## config.mk

```make
export PLATFORM = sky130hd
export DESIGN_NAME = br_miss_recovery_flat
export DESIGN_NICKNAME = d
export VERILOG_FILES = /design/src/rtl/br_miss_recovery_if.sv /design/src/rtl/br_miss_recovery.sv /design/src/flat_wrapper.sv
export SDC_FILE = /design/constraint.sdc
export NUM_CORES = 1
export LEC_CHECK = 0
export CAP_MARGIN = 0
export CORE_MARGIN = 2
export CORE_UTILIZATION = 45
export DETAILED_ROUTE_END_ITERATION = 10
export DONT_BUFFER_PORTS = 1
export MAX_ROUTING_LAYER = met4
export SLEW_MARGIN = 20
export SYNTH_ARGS = -nofsm -noshare
export SYNTH_HDL_FRONTEND = slang
export SYNTH_SLANG_ARGS = --single-unit
```

## constraint.sdc

```tcl
create_clock -name clk -period 5 [get_ports clk]
set_input_delay 0.25 -clock clk [delete_from_list [all_inputs] [get_ports clk]]
set_output_delay 0.25 -clock clk [all_outputs]
set_load 0.03 [all_outputs]
```

## src/rtl/br_miss_recovery_if.sv

```systemverilog
// Branch/jump resolution bundle between the execute-stage comparator, the ROB,
// fetch and the direction predictor; the recovery block is the slave side.
`ifndef AddrWidth
`define AddrWidth 32
`endif
`ifndef RobDepth
`define RobDepth 8
`endif

interface br_miss_recovery_if #(
  parameter int ADDR      = `AddrWidth,
  parameter int ROB_DEPTH = `RobDepth
);
  localparam int ROB = $clog2(ROB_DEPTH);

  logic            res_valid;
  logic            is_branch;
  logic [ROB-1:0]  rob_id;
  logic            br_res;
  logic            pred_miss_;
  logic            jump_miss_;
  logic [ADDR-1:0] target_addr;
  logic [ADDR-1:0] fall_addr;
  logic [ADDR-1:0] br_pc;
  logic [ROB-1:0]  rob_head;
  logic            flush_req;
  logic [ROB-1:0]  flush_rob_id;
  logic            flush_ack;
  logic            redirect_valid;
  logic [ADDR-1:0] redirect_addr;
  logic            redirect_ready;
  logic            upd_valid;
  logic [ADDR-1:0] upd_pc;
  logic            upd_taken;
  logic            upd_ready;
  logic            recovering;

  modport slave (
    input  res_valid, is_branch, rob_id, br_res, pred_miss_, jump_miss_,
           target_addr, fall_addr, br_pc, rob_head, flush_ack,
           redirect_ready, upd_ready,
    output flush_req, flush_rob_id, redirect_valid, redirect_addr,
           upd_valid, upd_pc, upd_taken, recovering
  );

  modport master (
    output res_valid, is_branch, rob_id, br_res, pred_miss_, jump_miss_,
           target_addr, fall_addr, br_pc, rob_head, flush_ack,
           redirect_ready, upd_ready,
    input  flush_req, flush_rob_id, redirect_valid, redirect_addr,
           upd_valid, upd_pc, upd_taken, recovering
  );
endinterface

```

## src/rtl/br_miss_recovery.sv

```systemverilog
// Misprediction recovery: picks the oldest miss, sequences ROB flush then fetch
// redirect, and queues predictor updates. Define BR_RECOVERY_STAT_EN for counters.
`ifndef AddrWidth
`define AddrWidth 32
`endif
`ifndef RobDepth
`define RobDepth 8
`endif
`ifndef BrTaken
`define BrTaken 1'b1
`endif
`ifndef BrNTaken
`define BrNTaken 1'b0
`endif

module br_miss_recovery #(
  parameter int ADDR      = `AddrWidth,
  parameter int ROB_DEPTH = `RobDepth,
  parameter int UPD_DEPTH = 4
) (
  input  logic                clk,
  input  logic                reset,
  br_miss_recovery_if.slave   bus
`ifdef BR_RECOVERY_STAT_EN
  ,
  output logic [31:0]         stat_br_miss,
  output logic [31:0]         stat_jump_miss,
  output logic [31:0]         stat_upd_drop
`endif
);
  localparam int ROB   = $clog2(ROB_DEPTH);
  localparam int PTR   = $clog2(UPD_DEPTH);
  localparam int ENTRY = ADDR + 1;

  typedef enum logic [1:0] {
    S_IDLE     = 2'd0,
    S_FLUSH    = 2'd1,
    S_REDIRECT = 2'd2
  } state_t;

  state_t          state_q, state_d;
  logic [ROB-1:0]  cap_tag_q, cap_tag_d;
  logic [ADDR-1:0] cap_addr_q, cap_addr_d;
  logic            flush_req_q, flush_req_d;
  logic            redirect_valid_q, redirect_valid_d;
  logic            recovering_q, recovering_d;

  logic            miss_ev;
  logic [ADDR-1:0] miss_addr;
  logic [ROB-1:0]  new_age;
  logic [ROB-1:0]  cap_age;
  logic            older_miss;
  logic            not_younger;
  logic            capture;

  // Ages are relative to the live ROB head, so the captured tag is re-aged every cycle.
  always_comb begin
    miss_ev     = bus.res_valid && (!bus.pred_miss_ || !bus.jump_miss_);
    miss_addr   = bus.target_addr;
    if (!bus.pred_miss_ && (bus.br_res == `BrNTaken)) begin
      miss_addr = bus.fall_addr;
    end
    new_age     = bus.rob_id - bus.rob_head;
    cap_age     = cap_tag_q - bus.rob_head;
    older_miss  = new_age < cap_age;
    not_younger = new_age <= cap_age;
  end

  always_comb begin
    state_d    = state_q;
    cap_tag_d  = cap_tag_q;
    cap_addr_d = cap_addr_q;
    capture    = 1'b0;
    case (state_q)
      S_IDLE: begin
        if (miss_ev) begin
          capture = 1'b1;
          state_d = S_FLUSH;
        end
      end
      S_FLUSH: begin
        // An older miss beats a simultaneous flush_ack: the flush must restart.
        if (miss_ev && older_miss) begin
          capture = 1'b1;
        end else if (bus.flush_ack) begin
          state_d = S_REDIRECT;
        end
      end
      S_REDIRECT: begin
        if (bus.redirect_ready) begin
          state_d = S_IDLE;
        end
      end
      default: state_d = S_IDLE;
    endcase
    if (capture) begin
      cap_tag_d  = bus.rob_id;
      cap_addr_d = miss_addr;
    end
    flush_req_d      = (state_d == S_FLUSH);
    redirect_valid_d = (state_d == S_REDIRECT);
    recovering_d     = (state_d != S_IDLE);
  end

  always_ff @(posedge clk) begin
    if (reset) begin
      state_q          <= S_IDLE;
      cap_tag_q        <= '0;
      cap_addr_q       <= '0;
      flush_req_q      <= 1'b0;
      redirect_valid_q <= 1'b0;
      recovering_q     <= 1'b0;
    end else begin
      state_q          <= state_d;
      cap_tag_q        <= cap_tag_d;
      cap_addr_q       <= cap_addr_d;
      flush_req_q      <= flush_req_d;
      redirect_valid_q <= redirect_valid_d;
      recovering_q     <= recovering_d;
    end
  end

  assign bus.flush_req      = flush_req_q;
  assign bus.flush_rob_id   = cap_tag_q;
  assign bus.redirect_valid = redirect_valid_q;
  assign bus.redirect_addr  = cap_addr_q;
  assign bus.recovering     = recovering_q;

  logic [PTR-1:0]   rd_ptr_q, rd_ptr_d;
  logic [PTR-1:0]   wr_ptr_q, wr_ptr_d;
  logic [PTR:0]     count_q, count_d;
  logic [ENTRY-1:0] upd_mem [UPD_DEPTH];
  logic [UPD_DEPTH-1:0] entry_we;
  logic [ENTRY-1:0] head_entry;
  logic             fifo_empty;
  logic             fifo_full;
  logic             push_req;
  logic             push;
  logic             pop;
  logic             drop;

  // Branches younger than the one being flushed are squashed and never train the predictor.
  always_comb begin
    fifo_empty = (count_q == '0);
    fifo_full  = (count_q == (PTR + 1)'(UPD_DEPTH));
    push_req   = bus.res_valid && bus.is_branch &&
                 ((state_q == S_IDLE) || ((state_q == S_FLUSH) && not_younger));
    pop        = !fifo_empty && bus.upd_ready;
    push       = push_req && (!fifo_full || pop);
    drop       = push_req && fifo_full && !pop;
    rd_ptr_d   = pop  ? rd_ptr_q + PTR'(1) : rd_ptr_q;
    wr_ptr_d   = push ? wr_ptr_q + PTR'(1) : wr_ptr_q;
    count_d    = count_q;
    if (push && !pop) begin
      count_d = count_q + (PTR + 1)'(1);
    end else if (pop && !push) begin
      count_d = count_q - (PTR + 1)'(1);
    end
  end

  genvar gi;
  generate
    for (gi = 0; gi < UPD_DEPTH; gi++) begin : g_we
      assign entry_we[gi] = push && (wr_ptr_q == PTR'(gi));
    end
  endgenerate

  // Storage carries no reset; the head is masked while the queue is empty.
  always_ff @(posedge clk) begin
    for (int i = 0; i < UPD_DEPTH; i++) begin
      if (entry_we[i]) begin
        upd_mem[i] <= {bus.br_pc, bus.br_res};
      end
    end
  end

  always_ff @(posedge clk) begin
    if (reset) begin
      rd_ptr_q <= '0;
      wr_ptr_q <= '0;
      count_q  <= '0;
    end else begin
      rd_ptr_q <= rd_ptr_d;
      wr_ptr_q <= wr_ptr_d;
      count_q  <= count_d;
    end
  end

  assign head_entry    = fifo_empty ? '0 : upd_mem[rd_ptr_q];
  assign bus.upd_valid = !fifo_empty;
  assign bus.upd_pc    = head_entry[ENTRY-1:1];
  assign bus.upd_taken = head_entry[0];

`ifdef BR_RECOVERY_STAT_EN
  logic [31:0] br_cnt_q, br_cnt_d;
  logic [31:0] jump_cnt_q, jump_cnt_d;
  logic [31:0] drop_cnt_q, drop_cnt_d;

  always_comb begin
    br_cnt_d   = br_cnt_q;
    jump_cnt_d = jump_cnt_q;
    drop_cnt_d = drop_cnt_q;
    if (capture && !bus.pred_miss_ && (br_cnt_q != '1)) begin
      br_cnt_d = br_cnt_q + 32'd1;
    end
    if (capture && bus.pred_miss_ && (jump_cnt_q != '1)) begin
      jump_cnt_d = jump_cnt_q + 32'd1;
    end
    if (drop && (drop_cnt_q != '1)) begin
      drop_cnt_d = drop_cnt_q + 32'd1;
    end
  end

  always_ff @(posedge clk) begin
    if (reset) begin
      br_cnt_q   <= '0;
      jump_cnt_q <= '0;
      drop_cnt_q <= '0;
    end else begin
      br_cnt_q   <= br_cnt_d;
      jump_cnt_q <= jump_cnt_d;
      drop_cnt_q <= drop_cnt_d;
    end
  end

  assign stat_br_miss   = br_cnt_q;
  assign stat_jump_miss = jump_cnt_q;
  assign stat_upd_drop  = drop_cnt_q;
`endif
endmodule

```

## src/flat_wrapper.sv

```systemverilog
// flat-port wrapper written by rule: the top's interface ports become plain ports
module br_miss_recovery_flat 
#(
  parameter int ADDR      = `AddrWidth,
  parameter int ROB_DEPTH = `RobDepth,
  parameter int UPD_DEPTH = 4
)
  (clk, reset, bus_res_valid, bus_is_branch, bus_rob_id, bus_br_res, bus_pred_miss_, bus_jump_miss_, bus_target_addr, bus_fall_addr, bus_br_pc, bus_rob_head, bus_flush_ack, bus_redirect_ready, bus_upd_ready, bus_flush_req, bus_flush_rob_id, bus_redirect_valid, bus_redirect_addr, bus_upd_valid, bus_upd_pc, bus_upd_taken, bus_recovering);
  br_miss_recovery_if #(.ADDR(ADDR), .ROB_DEPTH(ROB_DEPTH)) bus_i ();
  input  logic clk;
  input  logic reset;
  input wire logic [$bits(bus_i.res_valid)-1:0] bus_res_valid;
  input wire logic [$bits(bus_i.is_branch)-1:0] bus_is_branch;
  input wire logic [$bits(bus_i.rob_id)-1:0] bus_rob_id;
  input wire logic [$bits(bus_i.br_res)-1:0] bus_br_res;
  input wire logic [$bits(bus_i.pred_miss_)-1:0] bus_pred_miss_;
  input wire logic [$bits(bus_i.jump_miss_)-1:0] bus_jump_miss_;
  input wire logic [$bits(bus_i.target_addr)-1:0] bus_target_addr;
  input wire logic [$bits(bus_i.fall_addr)-1:0] bus_fall_addr;
  input wire logic [$bits(bus_i.br_pc)-1:0] bus_br_pc;
  input wire logic [$bits(bus_i.rob_head)-1:0] bus_rob_head;
  input wire logic [$bits(bus_i.flush_ack)-1:0] bus_flush_ack;
  input wire logic [$bits(bus_i.redirect_ready)-1:0] bus_redirect_ready;
  input wire logic [$bits(bus_i.upd_ready)-1:0] bus_upd_ready;
  output wire logic [$bits(bus_i.flush_req)-1:0] bus_flush_req;
  output wire logic [$bits(bus_i.flush_rob_id)-1:0] bus_flush_rob_id;
  output wire logic [$bits(bus_i.redirect_valid)-1:0] bus_redirect_valid;
  output wire logic [$bits(bus_i.redirect_addr)-1:0] bus_redirect_addr;
  output wire logic [$bits(bus_i.upd_valid)-1:0] bus_upd_valid;
  output wire logic [$bits(bus_i.upd_pc)-1:0] bus_upd_pc;
  output wire logic [$bits(bus_i.upd_taken)-1:0] bus_upd_taken;
  output wire logic [$bits(bus_i.recovering)-1:0] bus_recovering;
  assign bus_i.res_valid = bus_res_valid;
  assign bus_i.is_branch = bus_is_branch;
  assign bus_i.rob_id = bus_rob_id;
  assign bus_i.br_res = bus_br_res;
  assign bus_i.pred_miss_ = bus_pred_miss_;
  assign bus_i.jump_miss_ = bus_jump_miss_;
  assign bus_i.target_addr = bus_target_addr;
  assign bus_i.fall_addr = bus_fall_addr;
  assign bus_i.br_pc = bus_br_pc;
  assign bus_i.rob_head = bus_rob_head;
  assign bus_i.flush_ack = bus_flush_ack;
  assign bus_i.redirect_ready = bus_redirect_ready;
  assign bus_i.upd_ready = bus_upd_ready;
  assign bus_flush_req = bus_i.flush_req;
  assign bus_flush_rob_id = bus_i.flush_rob_id;
  assign bus_redirect_valid = bus_i.redirect_valid;
  assign bus_redirect_addr = bus_i.redirect_addr;
  assign bus_upd_valid = bus_i.upd_valid;
  assign bus_upd_pc = bus_i.upd_pc;
  assign bus_upd_taken = bus_i.upd_taken;
  assign bus_recovering = bus_i.recovering;
  br_miss_recovery #(.ADDR(ADDR), .ROB_DEPTH(ROB_DEPTH), .UPD_DEPTH(UPD_DEPTH)) u_core (.clk(clk), .reset(reset), .bus(bus_i));
endmodule
```

==> results.md, run 1 <==
* Pwr/cell area at 484 nW/um^2
* Worst slew pin tran at 0.963 ns
* Remaining antenna violation count at 0
* Mapped Cells at 498
* Total negative slack at 0 ns
* Worst rel slew slack at 35.8%
* Max Fclk at 254 MHz
* H-Tree Depth at 4
* Most used DFF post-synth: edfxtp_1
* Sink Count at 181
* Number of enable flip-flop cells after synthesis at 132
* WL per Instance at 20.2 um
* Die X at 135 um
* Synthesized Nets at 623
* Fill cells at 1345
* Met3 WL post-DR at 1.01 mm
* Syn_area_per_cell at 15.4 sq um
* Post-Layout Cell Count at 770
* First-pass GRT wire length at 23.6 mm
* Design area at 8890 sq um
* Port buffer count at 0
* RSZ-0062 raised after global routing: false
* GRT Util Overall at 17.9%
* CP arrival at 4.23 ns
* Worst setup margin at 1.07 ns
* Worst VDD drop at 0.000261 V
* Vias in the first global route at 4623
* # hold bufs at CTS at 55
* Final cycle utilization of the critical path at 78.6%
* Drt drc at 0
* M1 wire length at 6.30 mm
* Core Util, Final at 53.4%
* MaxCap Viol Count at 0
* DPL Wire Length at 9.63 mm
* Core area at 16600 sq um
* CTS tree: yes
* Synth unique cells at 44
* Minimum clock period at 3.93 ns
* Initial antenna violation count at 1
* Nets at 662
* Setup Crit Path Kind: reg2reg
* Post-cts resize count at 0
* Seq/Total Area, Yosys at 64.3%
* Final Hold Vio Count at 0
* Largest net degree at the start of global routing at 47
* Cell Area, Synth at 7690 sq um
* Clk Latency, worst-skew pair at 0.42 ns
* Seq cells post-synth at 181
* Syn-to-layout area delta at 15.7%
* CP Capture Type: flop
* Clock root cell: clkbuf_16
* Detailed Route WL at 15.6 mm
* RePlAce Congestion at 0.818
* Initial Utilization at 46.2%
* Max layer used: met4
* Setup Buffers After CTS at 0
* Met2 routed WL at 8.04 mm
* Ports at 184
* Die Span Y at 135 um
* # rows at 47
* CP startpoint kind: flop
* Via-per-instance ratio at 5.72
* Via count at 4401
* Synth Warn # at 0
* CTS Buffer Depth at 2
* Remaining Overflow, GRT at 0
* DP Worst Slack at 1.37 ns
* Dpl cells at 683
* Hold Crit Class: in2reg
* Final setup violating endpoints at 0
* Clk_skew at 0.0115 ns
* Leakage at 2.85 nW
* Placed inst area at 7780 sq um
* 1st-iter DRT viols at 213
* Max Fanout on Critical Path at 39
* Status: completed
* Worst-path clk slew at 0.07 ns
* Pins Over Slew Limit at 0
* Share of cells above drive strength 1 at 19.9%
* CP Data Required Time at 5.30 ns
* CTS buffer count at 17
* Share of flip-flops with an asynchronous set or reset at 0%
* DRT Pass-1 Iters at 6
* DIE AREA at 18100 sq um
==> state kept, by name (all words and copies together), names as in the netlist, named ones only <==
register                   flops
u_core.bus.flush_req           1
u_core.bus.redirect_addr      32
u_core.upd_mem               132
u_core.count_q                 3
u_core.wr_ptr_q                2
u_core.state_q                 2
u_core.rd_ptr_q                2
u_core.bus.redirect_valid      1
u_core.bus.flush_rob_id        3
u_core.bus.recovering          1
==> cell usage after synthesis (all sizes together), types with 5 or more instances <==
library cell | number | area, sq um
and2 | 38 | 240
xor2 | 5 | 43.8
o21ai | 34 | 170
edfxtp | 132 | 3960
buf | 20 | 151
a21oi | 37 | 185
nand2 | 33 | 124
dfxtp | 49 | 981
inv | 10 | 37.5
mux4 | 33 | 743
a311oi | 32 | 462
nor2 | 8 | 30.0
ha | 10 | 125
clkbuf | 19 | 71.3
==> cells by family after synthesis <==
family                   Yosys count  synth area share (%)
XOR/XNOR                           8                 0.911
AO/OA/AOI/OAI                    113                  12.0
adder cells (fa/ha/maj)           13                  2.41
multiplexers                      36                  10.1
flip-flops                       181                  64.3
buffers and inverters             49                  3.38
AND/OR/NAND/NOR                   98                  6.95
==> final cells by class <==
type | count | area [sq um] | area share (%)
Clock inverter | 14 | 113 | 1.27
Tap cell | 220 | 275 | 3.10
Multi-Input combinational cell | 268 | 2500 | 28.1
Antenna cell | 1 | 2.50 | 0.0281
Inverter | 10 | 37.5 | 0.422
Sequential cell | 181 | 4950 | 55.6
Clock buffer | 17 | 425 | 4.78
Timing Repair Buffer | 59 | 598 | 6.72
==> layout by cell type, fill, tap and decap left out, types with 17 or more instances in the layout <==
| master | count |
|---|---|
| clkbuf_16 | 17 |
| a21oi_1 | 37 |
| dfxtp_1 | 48 |
| dlygate4sd3_1 | 54 |
| mux4_2 | 33 |
| and2_1 | 33 |
| a311oi_2 | 29 |
| nand2_1 | 33 |
| o21ai_0 | 34 |
| edfxtp_1 | 132 |
==> metrics by stage <==
stage	hold WS [ns]	power [mW]
floorplan	0.349	2.94
global placement	0.325	3.08
detailed placement	0.327	3.10
CTS	0.00000236	4.38
global route	0.00657	4.51
finish	0.0166	4.31
==> layer usage <==
metal	global-route usage, %	vias to the layer above
li1	-	1990
met1	20.1	2218
met2	30.7	176
met3	4.50	17
met4	7.25	0
met5	-	-
==> power breakdown <==
| group | internal, mW | switching, mW |
|---|---|---|
| combinational | 0.429 | 0.805 |
| sequential | 1.72 | 0.147 |
| clock | 0.678 | 0.533 |
==> final timing paths <==
check                                  start                           end  slack (ns)  cells past startpoint
hold reg to reg           u_core.wr_ptr_q[1]            u_core.wr_ptr_q[1]        0.52                      2
setup reg to reg  u_core.bus.flush_rob_id[0]   u_core.bus.redirect_addr[0]        1.07                     13
setup / recovery  u_core.bus.flush_rob_id[0]   u_core.bus.redirect_addr[0]        1.07                     13
hold / removal             bus_fall_addr[21]  u_core.bus.redirect_addr[21]        0.02                      2
==> critical path: stages, from the launching register on <==
cell and delay, ns:
dfxtp_1 0.41, inv_1 0.13, ha_1 0.15, inv_1 0.04
fa_1 0.37, xnor2_1 0.14, xnor2_1 0.13, ha_1 0.32
o21a_1 0.23, o31ai_4 0.06, buf_4 0.42, and2_4 0.59
a311oi_1 0.17, dlygate4sd3_1 0.60
No activity file was read; power rests on OpenSTA's default activity.
==> inputs of run 2 (changes only) <==
clock period = 3.88 ns   (was 5 ns; I/O delays follow)
==> run 2 against run 1 <==
Effect of this change: register-to-register slack got worse by 0.90 ns; largest power group unchanged; die area unchanged; sequential cell count unchanged; total power up 33%; final area up 6.2%; critical path type unchanged.
==> results.md, run 2 (synthesis results as in run 1) <==
* Die X at 135 um
* Nets at 709
* GRT Util Overall at 18.8%
* Vias in the first global route at 4754
* Syn-to-layout area delta at 22.8%
* DRT Pass-1 Iters at 5
* CTS tree: yes
* RR Startpoint: u_core.bus.flush_rob_id[0]
* Max Fanout on Critical Path at 40
* Combinational share of power at 28.6%
* Clk pwr share at 29.1%
* Initial Utilization at 46.2%
* Hold path depth at 2
* Setup Crit Path Kind: reg2reg
* Port buffer count at 0
* Sequential cell area at 4950 sq um
* Share of cells above drive strength 1 at 18.8%
* Final setup violating endpoints at 0
* Via-per-instance ratio at 5.65
* Clk_skew at 0.00858 ns
* Clk Latency, worst-skew pair at 0.42 ns
* Worst VDD drop at 0.000312 V
* Remaining antenna violation count at 0
* Pwr/cell area at 605 nW/um^2
* # diodes at 0
* Via count at 4615
* Worst slew pin tran at 0.702 ns
* Die Span Y at 135 um
* Fill cells at 1278
* R2R Setup Slk at 0.16 ns
* Area of the multi-input gates at 2500 sq um
* CP Capture Type: flop
* Max FFs per register at 132
* CP Data Required Time at 4.19 ns
* Status: completed
* Remaining Overflow, GRT at 0
* MaxCap Viol Count at 0
* DP Worst Slack at 0.240 ns
* Psw at 1.94 mW
* HP Start: bus_target_addr[11]
* Final cycle utilization of the critical path at 95.7%
* DPL Wire Length at 9.62 mm
* CP arrival at 4.02 ns
* Worst setup margin at 0.165 ns
* Worst Hold Path EP: u_core.bus.redirect_addr[11]
* # rows at 47
* 1st-iter DRT viols at 227
* Initial antenna violation count at 0
* CTS Buffer Depth at 2
* Sink Count at 181
* Worst-case reg-to-reg path depth at 13
* Drt drc at 0
* Worst-path clk slew at 0.07 ns
* RSZ-0062 raised after global routing: false
* Ports at 184
* Post-cts resize count at 0
* Worst Setup SP: u_core.bus.flush_rob_id[0]
* Detailed Route WL at 16.2 mm
* End of the worst register-to-register path: u_core.bus.redirect_addr[0]
* Final Hold Vio Count at 0
* Commonest non-fill, non-tap cell in the layout: edfxtp_1
* Pins Over Slew Limit at 0
* Most frequent cells in the layout: edfxtp_1 (132), dlygate4sd3_1 (96), dfxtp_1 (48), a21oi_1 (37), o21ai_0 (34)
* Setup Buffers After CTS at 0
* Switching Share at 33.9%
* Int Power at 3.78 mW
* Leakage at 3.10 nW
* WL per Instance at 19.9 um
* Hold Crit Class: in2reg
* CP startpoint kind: flop
* First-pass GRT wire length at 25.0 mm
* Worst rel slew slack at 53.1%
* RePlAce Congestion at 0.825
* Power Total at 5.72 mW
* Largest net degree at the start of global routing at 52
* DIE AREA at 18100 sq um
* Top reg by flops: u_core.upd_mem
* Max Fclk at 269 MHz
* Core area at 16600 sq um
* Sequential Power Share at 42.2%
* Minimum clock period at 3.72 ns
* Total negative slack at 0 ns
* Clock root cell: clkbuf_16
* H-Tree Depth at 4
* CTS buffer count at 17
## run 2: changes by cell type in the layout (fill, tap and decap cells not counted), moves of 2 or more
cell           before  now
buf_12              0    4
clkbuf_1            0    5
clkbuf_16          17   20
clkbuf_8            0    2
clkinv_1            3    1
clkinv_2            3    0
clkinvlp_4          4    2
dlygate4sd3_1      54   96
## run 2: area by class of cell
type | count | share of cell area [%]
well taps | 220 | 2.91
clock buffers | 27 | 5.79
multi-input cells | 269 | 26.5
inverters | 10 | 0.397
repair buffers | 105 | 11.6
clock inverters | 5 | 0.384
flip-flops and latches | 181 | 52.4
## run 2: repair_timing
item                       in CTS  in global routing
setup endpoints to repair       0                 11
hold buffers                   97                  0
hold endpoints to repair      181                  0
## run 2: layer usage
layer  GRT usage, %  part of all wire [%]  up-vias
met5              -                     0        -
met4           8.54                   2.3        0
met3           4.84                   6.6       33
met2           32.1                    51      193
met1           20.8                    40     2305
li1               -                     -     2084
## run 2: stage by stage
stage	util [%]	hold WS (ns)	cells	instance area, sq um
finish	56.7	0.0388	817	9440
global route	56.7	0.0287	817	9440
CTS	56.7	0.0180	816	9430
detailed placement	47.2	0.272	687	7860
global placement	47.2	0.269	687	7860
floorplan	-	0.293	498	7690
## run 2: power by group through the flow
stage	Clock [mW]	Sequential, mW	Combinational (mW)
floorplan	0	2.38	1.41
global placement	0	2.46	1.53
detailed placement	0	2.46	1.55
CTS	1.69	2.42	1.66
global route	1.77	2.44	1.75
finish	1.66	2.41	1.64
## run 2: how the worst max path moves through the flow
stage / endpoint / depth (start not counted)
finish: u_core.bus.redirect_addr[0] / 13
floorplan: u_core.count_q[2] / 16
global placement: u_core.count_q[2] / 16
CTS: u_core.bus.redirect_addr[19] / 13
detailed placement: u_core.count_q[2] / 16
global route: u_core.bus.redirect_addr[8] / 13
## run 2: critical path: stages, from the launching register on
cell	delay, ns
dfxtp_1	0.41
inv_1	0.14
ha_1	0.15
inv_1	0.05
fa_1	0.37
xnor2_1	0.18
xnor2_1	0.15
ha_1	0.27
o21a_1	0.23
o31ai_4	0.06
buf_4	0.40
and2_4	0.43
a311oi_1	0.15
dlygate4sd3_1	0.59
